--- src/rtl/mac_share_arbiter.sv ---
// Round-robin arbiter that time-shares one signed multiply-accumulate unit among NREQ requesters.
// Optional build macro MAC_RELU_EN clamps negative results to zero on res_data.
module mac_share_arbiter #(
    parameter int NREQ = 4,
    parameter int T    = 16,
    parameter int LOGL = 4,
    parameter int LOGR = 2
) (
    input  logic                 clk,
    input  logic                 reset,
    input  logic [NREQ-1:0]      req_valid,
    input  logic [NREQ*LOGL-1:0] req_len,
    input  logic [NREQ*T-1:0]    req_bias,
    output logic [NREQ-1:0]      grant,
    input  logic [NREQ-1:0]      op_valid,
    input  logic [NREQ*T-1:0]    op_w,
    input  logic [NREQ*T-1:0]    op_x,
    output logic [NREQ-1:0]      op_ready,
    output logic                 res_valid,
    output logic [T-1:0]         res_data,
    output logic [LOGR-1:0]      res_id,
    input  logic                 res_ready,
    output logic                 busy
);

    typedef enum logic [1:0] {IDLE, RUN, DONE} state_t;

    state_t            state_reg, state_next;
    logic [NREQ-1:0]   grant_reg, grant_next;
    logic [LOGR-1:0]   g_reg, g_next;
    logic [LOGR-1:0]   ptr_reg, ptr_next;
    logic [T-1:0]      acc_reg, acc_next;
    logic [LOGL-1:0]   cnt_reg, cnt_next;

    logic [LOGL-1:0]   len_a  [NREQ];
    logic [T-1:0]      bias_a [NREQ];
    logic [T-1:0]      w_a    [NREQ];
    logic [T-1:0]      x_a    [NREQ];

    genvar gi;
    generate
        for (gi = 0; gi < NREQ; gi++) begin : g_unpack
            assign len_a[gi]  = req_len[gi*LOGL +: LOGL];
            assign bias_a[gi] = req_bias[gi*T +: T];
            assign w_a[gi]    = op_w[gi*T +: T];
            assign x_a[gi]    = op_x[gi*T +: T];
        end
    endgenerate

    // Round-robin search starts just after the last served requester.
    logic            win_found;
    logic [LOGR-1:0] win_idx;
    logic [LOGR-1:0] cand;

    always_comb begin
        win_found = 1'b0;
        win_idx   = '0;
        cand      = '0;
        for (int i = 1; i <= NREQ; i++) begin
            cand = LOGR'((int'(ptr_reg) + i) % NREQ);
            if (!win_found && req_valid[cand]) begin
                win_found = 1'b1;
                win_idx   = cand;
            end
        end
    end

    logic                  beat;
    logic signed [2*T-1:0] prod;

    assign beat = (state_reg == RUN) && op_valid[g_reg];
    assign prod = $signed(w_a[g_reg]) * $signed(x_a[g_reg]);

    always_comb begin
        state_next = state_reg;
        grant_next = grant_reg;
        g_next     = g_reg;
        ptr_next   = ptr_reg;
        acc_next   = acc_reg;
        cnt_next   = cnt_reg;
        case (state_reg)
            IDLE: begin
                if (win_found) begin
                    state_next = RUN;
                    grant_next = NREQ'(1) << win_idx;
                    g_next     = win_idx;
                    acc_next   = bias_a[win_idx];
                    cnt_next   = (len_a[win_idx] == '0) ? LOGL'(1) : len_a[win_idx];
                end
            end
            RUN: begin
                if (beat) begin
                    acc_next = acc_reg + prod[T-1:0];
                    cnt_next = cnt_reg - LOGL'(1);
                    if (cnt_reg == LOGL'(1))
                        state_next = DONE;
                end
            end
            DONE: begin
                if (res_ready) begin
                    state_next = IDLE;
                    ptr_next   = g_reg;
                    grant_next = '0;
                end
            end
            default: state_next = IDLE;
        endcase
    end

    always_ff @(posedge clk or negedge reset) begin
        if (!reset) begin
            state_reg <= IDLE;
            grant_reg <= '0;
            g_reg     <= '0;
            ptr_reg   <= LOGR'(NREQ-1);
            acc_reg   <= '0;
            cnt_reg   <= '0;
        end else begin
            state_reg <= state_next;
            grant_reg <= grant_next;
            g_reg     <= g_next;
            ptr_reg   <= ptr_next;
            acc_reg   <= acc_next;
            cnt_reg   <= cnt_next;
        end
    end

    assign grant     = grant_reg;
    assign op_ready  = (state_reg == RUN) ? grant_reg : '0;
    assign res_valid = (state_reg == DONE);
    assign busy      = (state_reg != IDLE);
    assign res_id    = g_reg;

`ifdef MAC_RELU_EN
    assign res_data = acc_reg[T-1] ? '0 : acc_reg;
`else
    assign res_data = acc_reg;
`endif

endmodule

--- config.mk ---
export PLATFORM = sky130hd
export DESIGN_NAME = mac_share_arbiter
export DESIGN_NICKNAME = d
export VERILOG_FILES = /design/src/rtl/mac_share_arbiter.sv
export SDC_FILE = /design/constraint.sdc
export NUM_CORES = 1
export LEC_CHECK = 0
export CELL_PAD_IN_SITES_DETAIL_PLACEMENT = 0
export CELL_PAD_IN_SITES_GLOBAL_PLACEMENT = 1
export CORE_ASPECT_RATIO = 0.75
export CORE_MARGIN = 2
export CORE_UTILIZATION = 36
export CTS_BUF_LIST = sky130_fd_sc_hd__clkbuf_8
export CTS_CLUSTER_DIAMETER = 50
export DETAILED_ROUTE_END_ITERATION = 12
export PLACE_DENSITY = 0.85
export SLEW_MARGIN = 20
export SYNTH_ARGS = -nofsm -noshare
export SYNTH_HDL_FRONTEND = slang
export SYNTH_SLANG_ARGS = --single-unit
--- constraint.sdc ---
create_clock -name clk -period 7.58 [get_ports clk]
set_clock_uncertainty 0.05 [all_clocks]
set_input_delay 1.137 -clock clk [delete_from_list [all_inputs] [get_ports clk]]
set_output_delay 1.137 -clock clk [all_outputs]
set_load 0.02 [all_outputs]
==> metrics.md, run 1 <==
| Metric | Value |
|---|---|
| Pin count of the biggest net entering global routing | `41` |
| Final-report max-slew violation count | `0` |
| Crit path max-delay family | `adder cells` |
| Max-cap viol count | `0` |
| Synth Cell Area | `7610 sq um` |
| H-tree lvl count | `2` |
| Top sig layer | `met5` |
| Number of detailed-routing iterations run before antenna repair | `4` |
| Post-synthesis xor/xnor area fraction | `0.0502` |
| Number of buffers created by CTS | `5` |
| DRT Wirelength | `22.6 mm` |
| Unrepaired setup endpoints after global routing | `no` |
| Most common flop cell mapped by yosys | `sky130_fd_sc_hd__dfrtp_1` |
| Actual transition at the worst max-transition pin | `0.563 ns` |
| Startpoint-to-endpoint class of the critical path | `input port to flip-flop` |
| Max_slew headroom | `0.625` |
| Cell area reported after detailed placement | `10300 sq um` |
| Std-Cell Rows | `46` |
| Largest family of logic cells by synthesized area | `adder cells` |
| Synthesized netlist cell count | `868` |
| Tmin final | `7.16 ns` |
| Number of enable-type register cells in the synthesized netlist | `0` |
| First-pass GRT wire length | `36.2 mm` |
| Via count | `6661` |
| Setup Fix Bufs, Post-CTS | `0` |
| Gr usage total | `0.209` |
| Effective utilization at floorplan | `0.363` |
| Boundary pin count | `247` |
| Adder-cell share of the synthesized area | `0.357` |
| Port-buffer cells | `246` |
| Max reg flops | `16` |
| Worst path bufs/invs | `4` |
| Share of flip-flops with an asynchronous set or reset | `1.00` |
| Post-Syn Area per Cell | `8.77 sq um` |
| Worst hold slack | `0.512 ns` |
| Critical Path Fanout Max | `12` |
| Crit end category | `flip-flop` |
| DP HPWL | `19.7 mm` |
| Mapped Nets | `1248` |
| Number of antenna violations at the first check in global routing | `2` |
| Sequential share of the synthesized area | `0.0990` |
| TritonCTS clock tree | `done` |
| Via-per-instance ratio | `4.82` |
| NumNets Final | `1474` |
| Post-detailed-route DRC marker count | `0` |
| Highest achievable clock rate | `140 MHz` |
| Portion of the clock cycle consumed by the worst path in the final layout | `0.945` |
| Area of all placed cells without fillers | `10400 sq um` |
| Total overflow reported by the global router | `0` |
| Startpoint types | `input port` |
| Clock transition at the registers of the reported paths | `0.07 ns` |
| Number of distinct library cells after synthesis | `51` |
| X dimension of the die | `172 microns` |
| Skew-Pair Late Insertion Delay | `0.29 ns` |
| Endpoint required time on the critical path | `7.70 ns` |
| Antenna diode instance count | `0` |
| Final Hold Viols | `0` |
| Metal3 WL | `1.34 mm` |
| Simple-Gate Fraction of Synth Area | `0.174` |
| Sequence of cells on the critical path | `clkdlybuf4s50_1 > mux4_2 > and2_1 > fa_1 > inv_1 > fa_1 > fa_1 > inv_1 > fa_1 > inv_1 > fa_1 > fa_1 > xnor2_1 > xnor2_1 > xnor3_1 > xnor2_1 > xnor3_1 > xnor2_1 > xnor2_1 > o211ai_2 > o221ai_2` |
| Mux contribution to synthesized area | `0.107` |
| Fill cell instance count of the final layout | `2039` |
| Routed length on met1 | `9.59 mm` |
| Final estimated routing congestion in global placement | `0.851` |
| Met2 wire length | `11.3 mm` |
| Run status | `completed` |
| Die height | `130 microns` |
| Synthesis-to-finish area growth | `37.1%` |
| Root buffer cell | `sky130_fd_sc_hd__clkbuf_8` |
| Largest stage delay, worst path | `0.63 ns` |
| Most frequent cell on the critical path | `sky130_fd_sc_hd__fa_1` |
| Post-CTS Hold Buffers | `0` |
| Area taken by flip-flops and latches | `754 sq um` |
| Core Region | `21000 sq um` |
| Total of flip-flops plus latches after synthesis | `30` |
| CTS sink cnt | `30` |
| Number of gates given a new drive strength after cts | `0` |
| Antenna violation net count after detailed routing | `0` |
| Critical path data arrival time | `7.28 ns` |
| Drt initial violations | `259` |
| Combined area of the multi-input logic cells | `5960 sq um` |
| Setup-failing EPs final | `0` |
| Post-detailed-route wirelength per cell | `16.4 microns` |
| Cell with the biggest individual delay on the critical path | `sky130_fd_sc_hd__mux4_2` |
| Fraction of final layout cells with drive strength greater than 1 | `0.0621` |
| Number of global-route vias before repair | `6988` |
| Worst hold-check path type | `flip-flop to flip-flop` |
| Post-synthesis compound-gate area fraction | `0.0949` |
| Summed negative setup slack over all endpoints | `0 ns` |
| Total die area | `22300 sq um` |
| Max Buffers Root-to-Sink | `2` |
| Warnings, synthesis | `0` |
## final timing paths
check	startpoint	to	slack [ns]	cells past startpoint
min in group asynchronous	reset	grant[1]	1.19	2
worst max register to register	res_id[0]	res_data[15]	0.74	23
max in group asynchronous	reset	ptr_reg[1]	5.97	2
worst min-delay path	grant[1]	grant[1]	0.51	2
worst min register to register	grant[1]	grant[1]	0.51	2
worst max-delay path	op_x[20]	res_data[15]	0.42	21
## stage by stage
stage	cells	setup WS [ns]	util
after detailed placement	1375	0.0718	0.494
after global placement	1375	0.221	0.494
final	1383	0.420	0.498
after global routing	1383	0.0222	0.498
after floorplan	868	0.848	-
after CTS	1383	0.375	0.498
## area by class of cell
cell class | instances | share of cell area
timing repair buffer | 263 | 0.248
tap | 288 | 0.0346
multi-input combinational | 613 | 0.572
clock inverter | 3 | 0.00108
clock buffer | 5 | 0.00660
inverter | 181 | 0.0651
sequential | 30 | 0.0723
## metal layers
| metal | vias to the layer above | track usage |
|---|---|---|
| met5 | - | 0 |
| met1 | 3231 | 0.267 |
| met4 | 4 | 0.0341 |
| met3 | 28 | 0.0449 |
| li1 | 3218 | - |
| met2 | 180 | 0.372 |
## worst min-delay path: stages (launching register included)
cell	delay (ns)
sky130_fd_sc_hd__dfrtp_1	0.37
sky130_fd_sc_hd__nand3_1	0.08
sky130_fd_sc_hd__o31ai_1	0.07
## cell families (layout without fill, tap and decap cells)
group | after synthesis | count (layout)
fa+ha+maj | 161 | 161
mux | 37 | 37
xor+xnor | 38 | 38
compound gates | 110 | 110
buf+inv | 225 | 452
simple gates | 267 | 267
flops | 30 | 30
## synthesized netlist by cell type (18+ instances only)
| master | instances | share of area |
|---|---|---|
| sky130_fd_sc_hd__inv_1 | 181 | 0.089 |
| sky130_fd_sc_hd__clkbuf_1 | 33 | 0.016 |
| sky130_fd_sc_hd__fa_1 | 93 | 0.24 |
| sky130_fd_sc_hd__and2_1 | 91 | 0.075 |
| sky130_fd_sc_hd__a211oi_1 | 18 | 0.018 |
| sky130_fd_sc_hd__nor2_1 | 27 | 0.013 |
| sky130_fd_sc_hd__a21oi_1 | 40 | 0.026 |
| sky130_fd_sc_hd__nand2_1 | 105 | 0.052 |
| sky130_fd_sc_hd__xnor2_1 | 29 | 0.033 |
| sky130_fd_sc_hd__dfrtp_1 | 28 | 0.092 |
| sky130_fd_sc_hd__mux4_2 | 30 | 0.089 |
| sky130_fd_sc_hd__ha_1 | 68 | 0.11 |
## placed cells by master (no fill, tap or decap), types with 5 or more instances in the layout
| cell type | instances |
|---|---|
| sky130_fd_sc_hd__xnor2_1 | 29 |
| sky130_fd_sc_hd__nand2_1 | 105 |
| sky130_fd_sc_hd__nand3_1 | 9 |
| sky130_fd_sc_hd__nor2_1 | 25 |
| sky130_fd_sc_hd__fa_1 | 93 |
| sky130_fd_sc_hd__buf_4 | 17 |
| sky130_fd_sc_hd__inv_1 | 184 |
| sky130_fd_sc_hd__ha_1 | 68 |
| sky130_fd_sc_hd__and2_1 | 91 |
| sky130_fd_sc_hd__o21ai_0 | 14 |
| sky130_fd_sc_hd__clkbuf_8 | 5 |
| sky130_fd_sc_hd__and2_0 | 11 |
| sky130_fd_sc_hd__nand2b_1 | 6 |
| sky130_fd_sc_hd__xor2_1 | 5 |
| sky130_fd_sc_hd__clkdlybuf4s50_1 | 246 |
| sky130_fd_sc_hd__a21oi_1 | 39 |
| sky130_fd_sc_hd__dfrtp_1 | 27 |
| sky130_fd_sc_hd__a211oi_1 | 18 |
| sky130_fd_sc_hd__a311oi_1 | 14 |
| sky130_fd_sc_hd__mux4_2 | 30 |
| sky130_fd_sc_hd__a31oi_1 | 6 |
Power of run 1 is not shown: default switching activity piles up to over one toggle a cycle in this logic, so the estimate is an artifact.
==> run 2: changes to the inputs <==
--- a/config.mk
+++ b/config.mk
@@ -5,6 +5,7 @@
 export SDC_FILE = /design/constraint.sdc
 export NUM_CORES = 1
 export LEC_CHECK = 0
+export CAP_MARGIN = 10
 export CELL_PAD_IN_SITES_DETAIL_PLACEMENT = 0
 export CELL_PAD_IN_SITES_GLOBAL_PLACEMENT = 1
 export CORE_ASPECT_RATIO = 0.75
==> results of run 2 <==
Final layout, timing and power as in run 1 (identical DEF).
Power of run 2 is left out for the same reason.
==> run 3: changes to the inputs <==
--- a/config.mk
+++ b/config.mk
@@ -19,3 +19,4 @@
 export SYNTH_ARGS = -nofsm -noshare
 export SYNTH_HDL_FRONTEND = slang
 export SYNTH_SLANG_ARGS = --single-unit
+export TNS_END_PERCENT = 1
==> results of run 3 <==
Final layout, timing and power as in run 1 (identical DEF).
Power of run 3 is left out for the same reason.
